**src/rtl/jtag_master.sv**
```systemverilog
// jtag_master: JTAG initiator that shifts up to C_data_len bits through IR or DR, idling in Run-Test/Idle
//   clk, rstn          system clock, asynchronous active-low reset
//   start, sel_ir      launch a shift (IR when sel_ir=1), sampled with len/din
//   len, din           bit count (clamped to C_data_len) and TDI data, bit 0 first
//   tap_reset          launch the Test-Logic-Reset -> Run-Test/Idle walk
//   dout               captured TDO bits, dout[i] = i-th bit shifted out
//   busy, done         sequence running, one-clk end-of-shift pulse
//   tck, tms, tdi, tdo JTAG pins toward the target TAP
module jtag_master #(
   parameter int C_data_len = 64,
   parameter int C_clk_div  = 4
) (
   input  logic                  clk,
   input  logic                  rstn,
   input  logic                  start,
   input  logic                  sel_ir,
   input  logic [6:0]            len,
   input  logic [C_data_len-1:0] din,
   input  logic                  tap_reset,
   output logic [C_data_len-1:0] dout,
   output logic                  busy,
   output logic                  done,
   output logic                  tck,
   output logic                  tms,
   output logic                  tdi,
   input  logic                  tdo
);
   localparam int PW = (2 * C_clk_div > 2) ? $clog2(2 * C_clk_div) : 1;
   localparam logic [PW-1:0] PH_RISE = PW'(C_clk_div - 1);
   localparam logic [PW-1:0] PH_LAST = PW'(2 * C_clk_div - 1);
   typedef enum logic [2:0] {RST_SEQ, IDLE, PRE, SHIFT, POST, FIN} state_t;
   state_t                state;
   logic [PW-1:0]         ph;
   logic [6:0]            cnt, n, len_c;
   logic                  is_ir, last, tdo_m, tdo_s;
   logic [C_data_len-1:0] dreg, mask;
   always_comb begin
      last  = ph == PH_LAST;
      len_c = (len > 7'(C_data_len)) ? 7'(C_data_len) : len;
   end
   // tms/tdi for the next TCK are loaded on the clk that ends a high phase,
   // so they change exactly at the start of each low phase
   always_ff @(posedge clk or negedge rstn) begin
      if (!rstn) begin
         state <= RST_SEQ;
         ph    <= '0;
         cnt   <= '0;
         n     <= '0;
         is_ir <= 1'b0;
         dreg  <= '0;
         mask  <= '0;
         dout  <= '0;
         busy  <= 1'b1;
         done  <= 1'b0;
         tck   <= 1'b0;
         tms   <= 1'b1;
         tdi   <= 1'b0;
         tdo_m <= 1'b0;
         tdo_s <= 1'b0;
      end else begin
         tdo_m <= tdo;
         tdo_s <= tdo_m;
         done  <= 1'b0;
         case (state)
            IDLE: begin
               if (tap_reset) begin
                  state <= RST_SEQ;
                  busy  <= 1'b1;
                  cnt   <= '0;
                  ph    <= '0;
                  tms   <= 1'b1;
                  tdi   <= 1'b0;
               end else if (start && len_c == 7'd0) begin
                  state <= FIN;
                  done  <= 1'b1;
               end else if (start) begin
                  state <= PRE;
                  busy  <= 1'b1;
                  cnt   <= '0;
                  ph    <= '0;
                  n     <= len_c;
                  is_ir <= sel_ir;
                  dreg  <= din;
                  mask  <= C_data_len'(1);
                  dout  <= '0;
                  tms   <= 1'b1;
                  tdi   <= 1'b0;
               end
            end
            FIN: state <= IDLE;
            default: begin
               ph  <= last ? '0 : ph + 1'b1;
               tck <= !last && ph >= PH_RISE;
               if (last) begin
                  case (state)
                     RST_SEQ: begin
                        if (cnt == 7'd5) begin
                           state <= IDLE;
                           busy  <= 1'b0;
                        end else begin
                           cnt <= cnt + 7'd1;
                           tms <= cnt < 7'd4;
                        end
                     end
                     PRE: begin
                        if (cnt == (is_ir ? 7'd3 : 7'd2)) begin
                           state <= SHIFT;
                           cnt   <= '0;
                           tms   <= n == 7'd1;
                           tdi   <= dreg[0];
                           dreg  <= dreg >> 1;
                        end else begin
                           cnt <= cnt + 7'd1;
                           tms <= is_ir && cnt == 7'd0;
                        end
                     end
                     SHIFT: begin
                        // mask walks one-hot over the bit positions being captured
                        dout <= tdo_s ? (dout | mask) : dout;
                        mask <= mask << 1;
                        if (cnt == n - 7'd1) begin
                           state <= POST;
                           cnt   <= '0;
                           tms   <= 1'b1;
                           tdi   <= 1'b0;
                        end else begin
                           cnt  <= cnt + 7'd1;
                           tms  <= cnt + 7'd2 == n;
                           tdi  <= dreg[0];
                           dreg <= dreg >> 1;
                        end
                     end
                     POST: begin
                        if (cnt == 7'd0) begin
                           cnt <= 7'd1;
                           tms <= 1'b0;
                        end else begin
                           state <= FIN;
                           busy  <= 1'b0;
                           done  <= 1'b1;
                        end
                     end
                     default: ;
                  endcase
               end
            end
         endcase
      end
   end
endmodule

```
**config.mk**
```make
export PLATFORM = sky130hd
export DESIGN_NAME = jtag_master
export DESIGN_NICKNAME = d
export VERILOG_FILES = /design/src/rtl/jtag_master.sv
export SDC_FILE = /design/constraint.sdc
export NUM_CORES = 1
export LEC_CHECK = 0
export ABC_AREA = 0
export CORE_MARGIN = 4
export CORE_UTILIZATION = 58
export CTS_CLUSTER_SIZE = 30
export DETAILED_ROUTE_END_ITERATION = 8
export GPL_TIMING_DRIVEN = 0
export PLACE_DENSITY = 0.87
export SETUP_SLACK_MARGIN = 0.02
export SYNTH_ARGS = -nofsm -noshare
export SYNTH_HDL_FRONTEND = slang
export SYNTH_SLANG_ARGS = --single-unit
```
**constraint.sdc**
```tcl
create_clock -name clk -period 5.7 [get_ports clk]
set_clock_uncertainty 0.15 [all_clocks]
set_input_delay 1.14 -clock clk [delete_from_list [all_inputs] [get_ports clk]]
set_output_delay 1.14 -clock clk [all_outputs]
set_load 0.01 [all_outputs]
```
# Word-level counts from Yosys, hierarchy flattened
# Cells that the tools add are included.
# Widths: inputs -> output; s select.
# word_totals
in_bits	77
register_bits	220
out_inout_bits	69
wordCells	155
# op_classes
n_reduce_logical	25
bitwise_logic	4
mux	77
order_cmp	3
n_addsub	4
eq_ne	27
# op_table
operator	count
$mux 64	17
$pmux 64 s2	4
$or 64x64->64	1
$mux 7	9
$mux 3	12
$pmux 7 s4	1
$reduce_and 7->1	4
$mux 1	23
$ne 3x3->1 const B	6
$ne 4x4->1 const B	4
$eq 7x7->1	2
$logic_not 7->1	2
$pmux 7 s2	1
$pmux 1 s2	6
$pmux 3 s2	2
$pmux 3 s4	1
$reduce_and 6->1	2
$eq 3x3->1 const B	3
$reduce_bool 3->1	3
$reduce_and 8->1	1
$add 7x1->7 const B	1
$add 7x2->7 const B	1
$eq 7x1->1 const B	1
$eq 7x2->1	1
22 further kinds	32

# Longest topological paths before layout
# Gate-level depths: netlist of the first run.
# depth
word_depth	7
depth_mapped	10
ltp_nobuf	8

# Least setup slack after synthesis of the first run
# No wires, ideal clock.
# synth_timing
path_kind	input -> register
startpoint	input len[2]
endpoint	register mask[10]
arrival_time_ns	2.644
n_path_buf	2
path_stages	7
setup_ns	0.065
path_slack_ns	2.841
path_cell_list	nor2_1 nand4_1 and2_1 clkbuf_1 o21ai_1 clkbuf_1 a22o_1
# synth_via
elab_chain_cells	6
# synth_lines
item	line_no	text
start, declared	17	input logic [6:0] len,
$gt 7x7->1	39	len_c = (len > 7'(C_data_len)) ? 7'(C_data_len) : len;
$mux 7 (*)	39	
$logic_not 7->1 (*)	73	end else if (start && len_c == 7'd0) begin
$logic_and 1x1->1 (*)	73	
$ne 2x2->1 (no line) (*)	n/a	
$reduce_and 6->1 (no line) (*)	n/a	
end signal, assigned	84	mask <= C_data_len'(1);
end signal, assigned	120	mask <= mask << 1;
end, declared	36	logic [C_data_len-1:0] dreg, mask;
# Every way passes the cells marked *; elsewhere a longest branch is shown, timed or not.
# A chain may end at the register's enable or synchronous reset.

# Final worst setup path of the first run
# layout_timing
startpoint	input len[4]
endpoint	register mask[40]
# The elaborated chain is that of the path after synthesis.

==> results of run 1 <==
Yosys cell counts, types with 2 or more instances:
cell type / n / area share (%)
xor2_1: 6 / 0.55
a31oi_1: 3 / 0.20
a22o_1: 67 / 6.2
a21o_1: 3 / 0.24
o31ai_1: 2 / 0.16
ha_1: 8 / 1.1
inv_1: 17 / 0.67
dfrtp_1: 218 / 58
buf_2: 10 / 0.53
nor3_1: 10 / 0.53
and2_1: 2 / 0.13
o21ai_0: 9 / 0.48
nor2b_1: 4 / 0.26
buf_1: 4 / 0.16
a221o_1: 2 / 0.21
clkbuf_1: 44 / 1.7
a211oi_1: 5 / 0.40
nand3_1: 16 / 0.85
dfstp_2: 2 / 0.55
nand2_1: 24 / 0.95
a41oi_1: 3 / 0.28
a21oi_1: 196 / 10
buf_6: 7 / 0.83
a32o_1: 2 / 0.21
xnor2_1: 10 / 0.92
mux2_2: 2 / 0.24
nor2_1: 80 / 3.2
o22ai_1: 3 / 0.20
nand4_1: 7 / 0.46
nor4_1: 3 / 0.20
mux2i_1: 65 / 6.9
nand2b_1: 2 / 0.13
nor3_2: 2 / 0.21
nor3b_2: 2 / 0.26
report_power, final:
part | switching [uW] | internal, uW
Combinational | 42.5 | 51.4
Clock | 613 | 841
Sequential | 0.183 | 1560
cell usage in the layout (no fill, tap or decap), types with 16 or more instances in the layout:
cell and count:
nor2_1 80, clkbuf_1 51, inv_1 17, mux2i_1 65, clkbuf_16 23, clkdlybuf4s50_1 144
dfrtp_1 218, nand3_1 16, a21oi_1 196, a22o_1 67, nand2_1 24
area by class of cell:
| cell class | instances | area share, % |
|---|---|---|
| timing repair buffer | 147 | 12.62 |
| clock inverter | 12 | 1.024 |
| buffer | 65 | 2.580 |
| multi-input combinational | 559 | 29.98 |
| clock buffer | 30 | 5.025 |
| inverter | 17 | 0.5328 |
| tap | 216 | 2.256 |
| sequential | 220 | 45.98 |
flip-flops by register name (all words and copies together), names as in the netlist:
name	flops
tdo_s	1
dout	64
tdi	1
dreg	64
n	7
busy	1
state	3
mask	64
tck	1
done	1
cnt	7
ph	3
tms	1
tdo_m	1
is_ir	1
cell families (layout without fill, tap and decap cells):
family,Yosys count,count (layout),share of synthesized area (%)
AO/OA/AOI/OAI,308,308,20.28
flip-flops,220,220,58.15
AND/OR/NAND/NOR,160,160,7.992
buffers and inverters,82,271,3.937
multiplexers,67,67,7.107
XOR/XNOR,16,16,1.479
adder cells (fa/ha/maj),8,8,1.057
through the flow:
stage | power (uW) | hold slack (ns) | TNS (ns) | setup slack (ns) | instance area, um^2
2_1_floorplan | 1595 | 0.1812 | 0 | 2.841 | 9472
3_3_place_gp | 1682 | 0.1832 | -1216.36 | -5.571 | 11190
3_5_place_dp | 1687 | 0.1855 | 0 | 1.663 | 11250
4_1_cts | 3125 | 0.1989 | 0 | 2.188 | 11980
5_1_grt | 3203 | 0.2075 | 0 | 1.913 | 11980
6_report | 3111 | 0.1992 | 0 | 2.107 | 11980
worst max-delay path, stage by stage:
cell and delay, ns:
clkdlybuf4s50_1 0.44, nor2_1 0.23, nand4_1 0.19, and2_1 0.20
clkbuf_1 0.20, o21ai_1 0.74, clkbuf_1 0.46, a22o_1 0.24
path summary, 6_finish.rpt:
path,startpoint,to,slack (ns),depth (start not counted)
hold reg to reg,tdo_m$_DFF_PN0_,tdo_s$_DFF_PN0_,0.20,0
min in group asynchronous,rstn,dout[41]$_DFFE_PN0P_,0.32,1
max in group asynchronous,rstn,state[2]$_DFFE_PN0P_,3.96,3
setup / recovery,len[4],mask[40]$_DFFE_PN0P_,2.11,8
setup reg to reg,state[0]$_DFFE_PN0P_,dout[26]$_DFFE_PN0P_,2.45,8
hold / removal,tdo_m$_DFF_PN0_,tdo_s$_DFF_PN0_,0.20,0
per-layer routing:
| metal | wire (um) | vias up | GRT usage, % |
|---|---|---|---|
| met5 | 0 | - | 0 |
| met4 | 700 | 0 | 7.615 |
| met3 | 1276 | 56 | 3.640 |
| met2 | 11840 | 269 | 43.58 |
| met1 | 10080 | 3794 | 36.46 |
| li1 | - | 3459 | - |
==> metrics.txt, run 1 <==
final core area utilization between 70% and 80%; vias per inst 5.986; peak supply drop 0.0002541 V; IO Pins 146; ys async rst share 100.0%; GPL Wtd Cong 0.9146; Cell Pwr Density roughly 260 mW/mm^2; detailed placement HPWL roughly 16 mm; drt first pass iters 5; Max Transition Viols Final 0; status finished, final reports clean; wire length per cell between 15 and 20 um; Reg area 0.005508 mm^2; ant diodes 0; Area growth syn-to-layout 26.46%; crit path time final 3.593 ns; fin nets about 1100; DRT iter0 DRCs slightly above 600; antenna violations before repair 0; Routed Wire Length 23.90 mm; Mapped Cells 861; H-tree Lvls 1; Max-Cap Viols 0; FF+latch count, synth 220; antenna viol nets, final 0; Clock Latency Late Sink 0.50 ns; Fillers 1099; global route overflow 0; Synth warnings 0; period utilization a little over three fifths; drt drc 0; Total GRT Usage 26.22%; CTS tree built; crit end category flip-flop; largest net degree at the start of global routing 119; vias in the first global route between 7000 and 8000; std cell rows 46; CP arrival 3.87 ns; CP Launch Type input port; Root Driver clkbuf_16; Die X-Extent 135.8 um; number of setup buffers added after CTS 0; Hold-fix buffers, CTS 0; PortBufs 145; cts bufs inserted 23; Non-Filler Instances about 1300; Initial Utilization about three fifths; worst min path class reg2reg; Final Hold Fails 0; Leakage 0.005374 uW; Vias 7578; synthesized area per cell 11.00 um^2; EDFF count, synth 0; Max Fclk 0.2783 GHz; Chip Height between 100 and 150 um; CTS max path bufs 3; post_cts resized 0; Slew headroom 41.15%; Synthesized Nets 946; count of cell types in the netlist 55; die footprint 0.01844 mm^2; clk sinks 220; sequential share of the synthesized area ~58%; CP max FO 10; unrepaired setup endpoints after global routing no; critical path type in2reg; core box area ~0.016 mm^2; final setup fails 0; Critical Path RT between 5 and 6 ns; global-route wire length before repair approximately 39 mm; multi-input combinational cell area around 0.0036 mm^2; Top FF cell, synth dfrtp_1; Worst-Margin Slew ~0.88 ns; CTS clk-pin slew, worst paths 0.06 ns; fraction of layout cells with a size suffix above 1 6.476%; # placed instances between 1000 and 1500; post-synthesis cell area 0.009472 mm^2
(Power assumes the default switching activity.)
==> run 2: changes to the inputs <==
- CORE_UTILIZATION: 58 -> 49
- PLACE_DENSITY: 0.87 -> 0.79
- clock period: 5.7 -> 3.3 ns (I/O delays scaled with it)
==> run 2 against run 1 <==
Compared with the run above: register-to-register slack worse by 2.2 ns; combinational power is 75% higher; non-clock buffer count is 2 higher; critical endpoint is now dreg[22]$_DFFE_PN0P_; largest cell class unchanged.
==> metrics.txt, run 2 (same netlist as run 1, synthesis figures left out) <==
Chip Height 147.0 um; Fillers 1487; core box area 0.01883 mm^2; Max-Cap Viols 0; vias per inst 5.548; Power Internal 4185 uW; fraction of layout cells with a size suffix above 1 6.749%; Clk pwr share 45.8%; combinational share of power 3.1%; wire length per cell 17.25 um; global-route wire length before repair approximately 37 mm; vias in the first global route 7389; drt first pass iters 5; PortBufs between 100 and 150; Initial Utilization a little over 50%; CTS clk-pin slew, worst paths ~0.06 ns; CP max FO 10; worst min path class reg2reg; drt drc 0; antenna violations before repair 0; CP arrival 3.37 ns; sequential share of power 51.1%; CP Launch Type flip-flop; NetSw 1099 uW; largest net degree at the start of global routing between 100 and 150; clk sinks 220; cts bufs inserted 24; Die X-Extent 147.0 um; fin nets 1121; Worst-Margin Slew 0.7426 ns; Root Driver clkbuf_16; commonest non-fill, non-tap cell in the layout dfrtp_1; peak supply drop 0.0002975 V; DRT iter0 DRCs 440; Slew headroom 50.07%; Final Hold Fails 0; Largest regs dout x64, dreg x64, mask x64; IO Pins around 150; H-tree Lvls 1; ant diodes 0; antenna viol nets, final 0; Critical Path RT 3.57 ns; Area growth syn-to-layout 27.58%; detailed placement HPWL 15.44 mm; final setup fails 0; CTS max path bufs 3; GPL Wtd Cong 0.8610; sw frac 20.79%; Clock Latency Late Sink 0.51 ns; Max Transition Viols Final 0; unrepaired setup endpoints after global routing no; crit end category flip-flop; std cell rows 50; Vias 7279; Routed Wire Length ~23 mm; die footprint 0.02162 mm^2; critical path type reg2reg; global route overflow 0; commonest non-fill, non-tap cells in the layout 218 x dfrtp_1, 196 x a21oi_1, 144 x clkdlybuf4s50_1; period utilization around 94%; status finished, final reports clean; Leakage approximately 0.0054 uW; Power Total 5283 uW; Setup TNS 0 ns; Max Fclk approximately 0.32 GHz; crit path time final between 3 and 4 ns; CTS tree built; Total GRT Usage 20.57%; Cell Pwr Density 437.2 mW/mm^2
[run 2: final cells by class]
type | count | area [um^2] | share of cell area [%]
inverter | 17 | 63.81 | 0.5281
timing repair buffer | 149 | 1541 | 12.76
clock inverter | 5 | 41.29 | 0.3417
buffer | 65 | 312.8 | 2.589
tap | 260 | 325.3 | 2.692
clock buffer | 37 | 669.4 | 5.539
multi-input combinational | 559 | 3622 | 29.98
sequential | 220 | 5508 | 45.58
[run 2: final timing paths]
| check | startpoint | to | slack (ns) | cells past startpoint |
|---|---|---|---|---|
| min in group asynchronous | rstn | dout[37]$_DFFE_PN0P_ | 0.45 | 2 |
| max in group asynchronous | rstn | tms$_DFFE_PN1P_ | 1.34 | 4 |
| setup reg to reg | state[0]$_DFFE_PN0P_ | dreg[22]$_DFFE_PN0P_ | 0.20 | 9 |
| setup / recovery | state[0]$_DFFE_PN0P_ | dreg[22]$_DFFE_PN0P_ | 0.20 | 9 |
| hold / removal | tdo_m$_DFF_PN0_ | tdo_s$_DFF_PN0_ | 0.20 | 0 |
| hold reg to reg | tdo_m$_DFF_PN0_ | tdo_s$_DFF_PN0_ | 0.20 | 0 |
[run 2: routing by layer]
| metal | vias to the layer above | wire, um | track usage (%) | share of wire (%) |
|---|---|---|---|---|
| met5 | - | 0 | 0 | 0 |
| met4 | 0 | 335 | 4.520 | 1.5 |
| met1 | 3598 | 10150 | 29.11 | 45 |
| met3 | 31 | 989 | 3.177 | 4.4 |
| met2 | 192 | 11150 | 33.99 | 49 |
| li1 | 3458 | - | - | - |
[run 2: timing repair]
item,4_1_cts,5_1_grt
endpoints found under the setup margin,0,167
setup buffers,0,1
gates resized for setup,0,10
hold buffers,1,0
hold endpoints to repair,31,0
[run 2: critical path, stage by stage, from the launching register on]
cell and delay, ns:
dfrtp_1 0.32, buf_2 0.20, nor3b_2 0.40, nor3b_2 0.42, a21oi_1 0.23, nor3_1 0.29
buf_2 0.30, buf_1 0.41, a21oi_1 0.14, a21oi_1 0.15
[run 2: power by group through the flow]
stage          clock (uW)  sequential, uW  combinational [uW]
3_3_place_gp            0            2750                 158
4_1_cts              2480            2700                 169
2_1_floorplan           0            2750                6.10
5_1_grt              2600            2700                 182
6_report             2420            2700                 164
3_5_place_dp            0            2750                 167
[run 2: metrics by stage]
step | cells | cell area, um^2 | hold slack [ns] | setup WS [ns] | util (%)
2_1_floorplan | 861 | 9472 | 0.1812 | 0.7177 | -
3_3_place_gp | 1266 | 11250 | 0.1839 | -7.686 | 59.73
3_5_place_dp | 1268 | 11310 | 0.1856 | -0.2029 | 60.05
4_1_cts | 1311 | 12030 | 0.2012 | 0.1412 | 63.88
5_1_grt | 1312 | 12080 | 0.2110 | 0.04303 | 64.17
6_report | 1312 | 12080 | 0.1983 | 0.2029 | 64.17
==> run 3: changes to the inputs <==
- CORE_UTILIZATION: 49 -> 35
- PLACE_DENSITY: 0.79 -> 0.6
==> run 3 against run 2 <==
Compared with the run above: design area up 2.1%; worst setup slack gained 0.038 ns; register-to-register slack improved by 0.04 ns; count of clock-buffer cells in the layout down 2; fmax grew 1.2%; highest routed layer unchanged.
==> metrics.txt, run 3 (same netlist as run 1, synthesis figures left out) <==
Clk pwr share 49.8%; vias in the first global route 7206; clk sinks between 200 and 250; CP max stage cell nor4_1; global-route wire length before repair between 30 and 40 mm; Hold WS 0.2083 ns; Cell Pwr Density 463.3 mW/mm^2; die footprint between 0.02 and 0.03 mm^2; Max-Cap Viols 0; PortBufs 145; std cell rows 59; Max Fclk 0.3269 GHz; Top delay family on crit path simple AND/OR/NAND/NOR gates; Max Transition Viols Final 0; drt first pass iters 5; CTS tree built; Root Driver clkbuf_16; status finished, final reports clean; largest net degree at the start of global routing 86; met2 usage 24.92%; CTS max path bufs 3; CP arrival 3.33 ns; H-tree Lvls 1; cts bufs inserted 25; Critical Path RT 3.58 ns; grt met3 use 2.217%; crit path time final 3.059 ns; Area growth syn-to-layout 30.22%; commonest non-fill, non-tap cell in the layout dfrtp_1; CP cell instances clkbuf_1, nor4_1, nand2_1, xor2_1, nand4_2, and2_1, buf_2, buf_2, a21oi_1; global route overflow 0; Routed Wire Length around 24 mm; CP Launch Type flip-flop; antenna violations before repair 0; CTS clk-pin slew, worst paths 0.06 ns; core box area 0.02635 mm^2; Slew headroom 51.73%; fraction of layout cells with a size suffix above 1 under 10%; detailed placement HPWL about 16 mm; crit end category flip-flop; ant diodes 0; Fillers about 2400; CP max FO 10; worst min path class reg2reg; Clock Latency Late Sink approximately 0.52 ns; most utilized layer in the global route result met2; Largest regs dout x64, dreg x64, mask x64; Total GRT Usage 15.49%; Final Hold Fails 0; peak supply drop 0.0002497 V; DRT iter0 DRCs 510; wire length per cell around 17 um; Vias 7276; design area 0.01233 mm^2; antenna viol nets, final 0; Worst-Margin Slew 0.7241 ns; GPL Wtd Cong 0.8091; critical path type reg2reg; final core area utilization 46.80%; Crit path buffers/inverters 3; commonest non-fill, non-tap cells in the layout 218 x dfrtp_1, 196 x a21oi_1, 144 x clkdlybuf4s50_1; fin nets 1126; drt drc 0; final setup fails 0; Chip Height 172.5 um; Die X-Extent 172.5 um; most frequent CP cell buf_2; placed inst area between 0.01 and 0.015 mm^2; Initial Utilization approximately 36%; met1 Usage GRT 22.40%; IO Pins between 100 and 150; period utilization 92.69%; Leakage 0.005483 uW; vias per inst 5.223; unrepaired setup endpoints after global routing yes; combinational share of power 2.9%; sw frac 20.65%; NetSw 1180 uW; Power Internal ~4500 uW; crit-path max cell delay 0.51 ns; sequential share of power 47.2%
[run 3: cell count changes in the layout (fill, tap and decap cells not counted), moves of 2 or more]
cell       before  now
clkbuf_8        2    5
nor4_2          2    0
clkinv_2        2    4
bufinv_16       0    3
buf_4           0    5
clkbuf_1       53   48
[run 3: path summary, 6_finish.rpt]
path / start / slack, ns / depth (start not counted) / to
setup / recovery: n[3]$_DFFE_PN0P_ / 0.24 / 9 / dreg[5]$_DFFE_PN0P_
hold / removal: tdo_m$_DFF_PN0_ / 0.21 / 0 / tdo_s$_DFF_PN0_
setup reg to reg: n[3]$_DFFE_PN0P_ / 0.24 / 9 / dreg[5]$_DFFE_PN0P_
hold reg to reg: tdo_m$_DFF_PN0_ / 0.21 / 0 / tdo_s$_DFF_PN0_
max in group asynchronous: rstn / 1.63 / 3 / dreg[26]$_DFFE_PN0P_
min in group asynchronous: rstn / 0.54 / 2 / dout[37]$_DFFE_PN0P_
[run 3: layout make-up]
| cell class | count | area (um^2) | share of cell area, % |
|---|---|---|---|
| Inverter | 17 | 63.81 | 0.5173 |
| Multi-Input combinational cell | 559 | 3622 | 29.37 |
| Buffer | 65 | 311.5 | 2.526 |
| Timing Repair Buffer | 153 | 1559 | 12.64 |
| Tap cell | 335 | 419.2 | 3.398 |
| Clock buffer | 35 | 713.2 | 5.782 |
| Clock inverter | 9 | 137.6 | 1.116 |
| Sequential cell | 220 | 5508 | 44.65 |
[run 3: routing by layer]
layer	wire, um	vias to the layer above	part of all wire, %
met4	364	0	1.5
met5	0	-	0
met2	11400	167	48
met1	11100	3589	47
met3	989	33	4.1
li1	-	3487	-
[run 3: power groups by stage]
stage | registers [uW] | logic [uW] | clock network, uW
5_1_grt | 2700 | 185 | 3040
3_5_place_dp | 2750 | 171 | 0
6_report | 2700 | 167 | 2850
3_3_place_gp | 2750 | 164 | 0
2_1_floorplan | 2750 | 6.10 | 0
4_1_cts | 2700 | 173 | 2930
[run 3: timing repair]
item / in CTS / in global routing
endpoints found under the hold margin: 74 / 0
buffers inserted: 0 / 5
resized for setup: 1 / 7
pin swaps: 0 / 1
hold buffers: 1 / 0
setup endpoints to repair: 1 / 176
[run 3: metrics by stage]
| stage | power [uW] | setup TNS (ns) | instances | worst slack (ns) |
|---|---|---|---|---|
| after floorplan | 2755 | 0 | 861 | 0.7177 |
| final | 5714 | 0 | 1393 | 0.2411 |
| after CTS | 5802 | 0 | 1388 | 0.02467 |
| after detailed placement | 2920 | -28.01 | 1343 | -0.3097 |
| after global placement | 2915 | -1812.38 | 1341 | -8.148 |
| after global routing | 5925 | 0 | 1393 | 0.008169 |
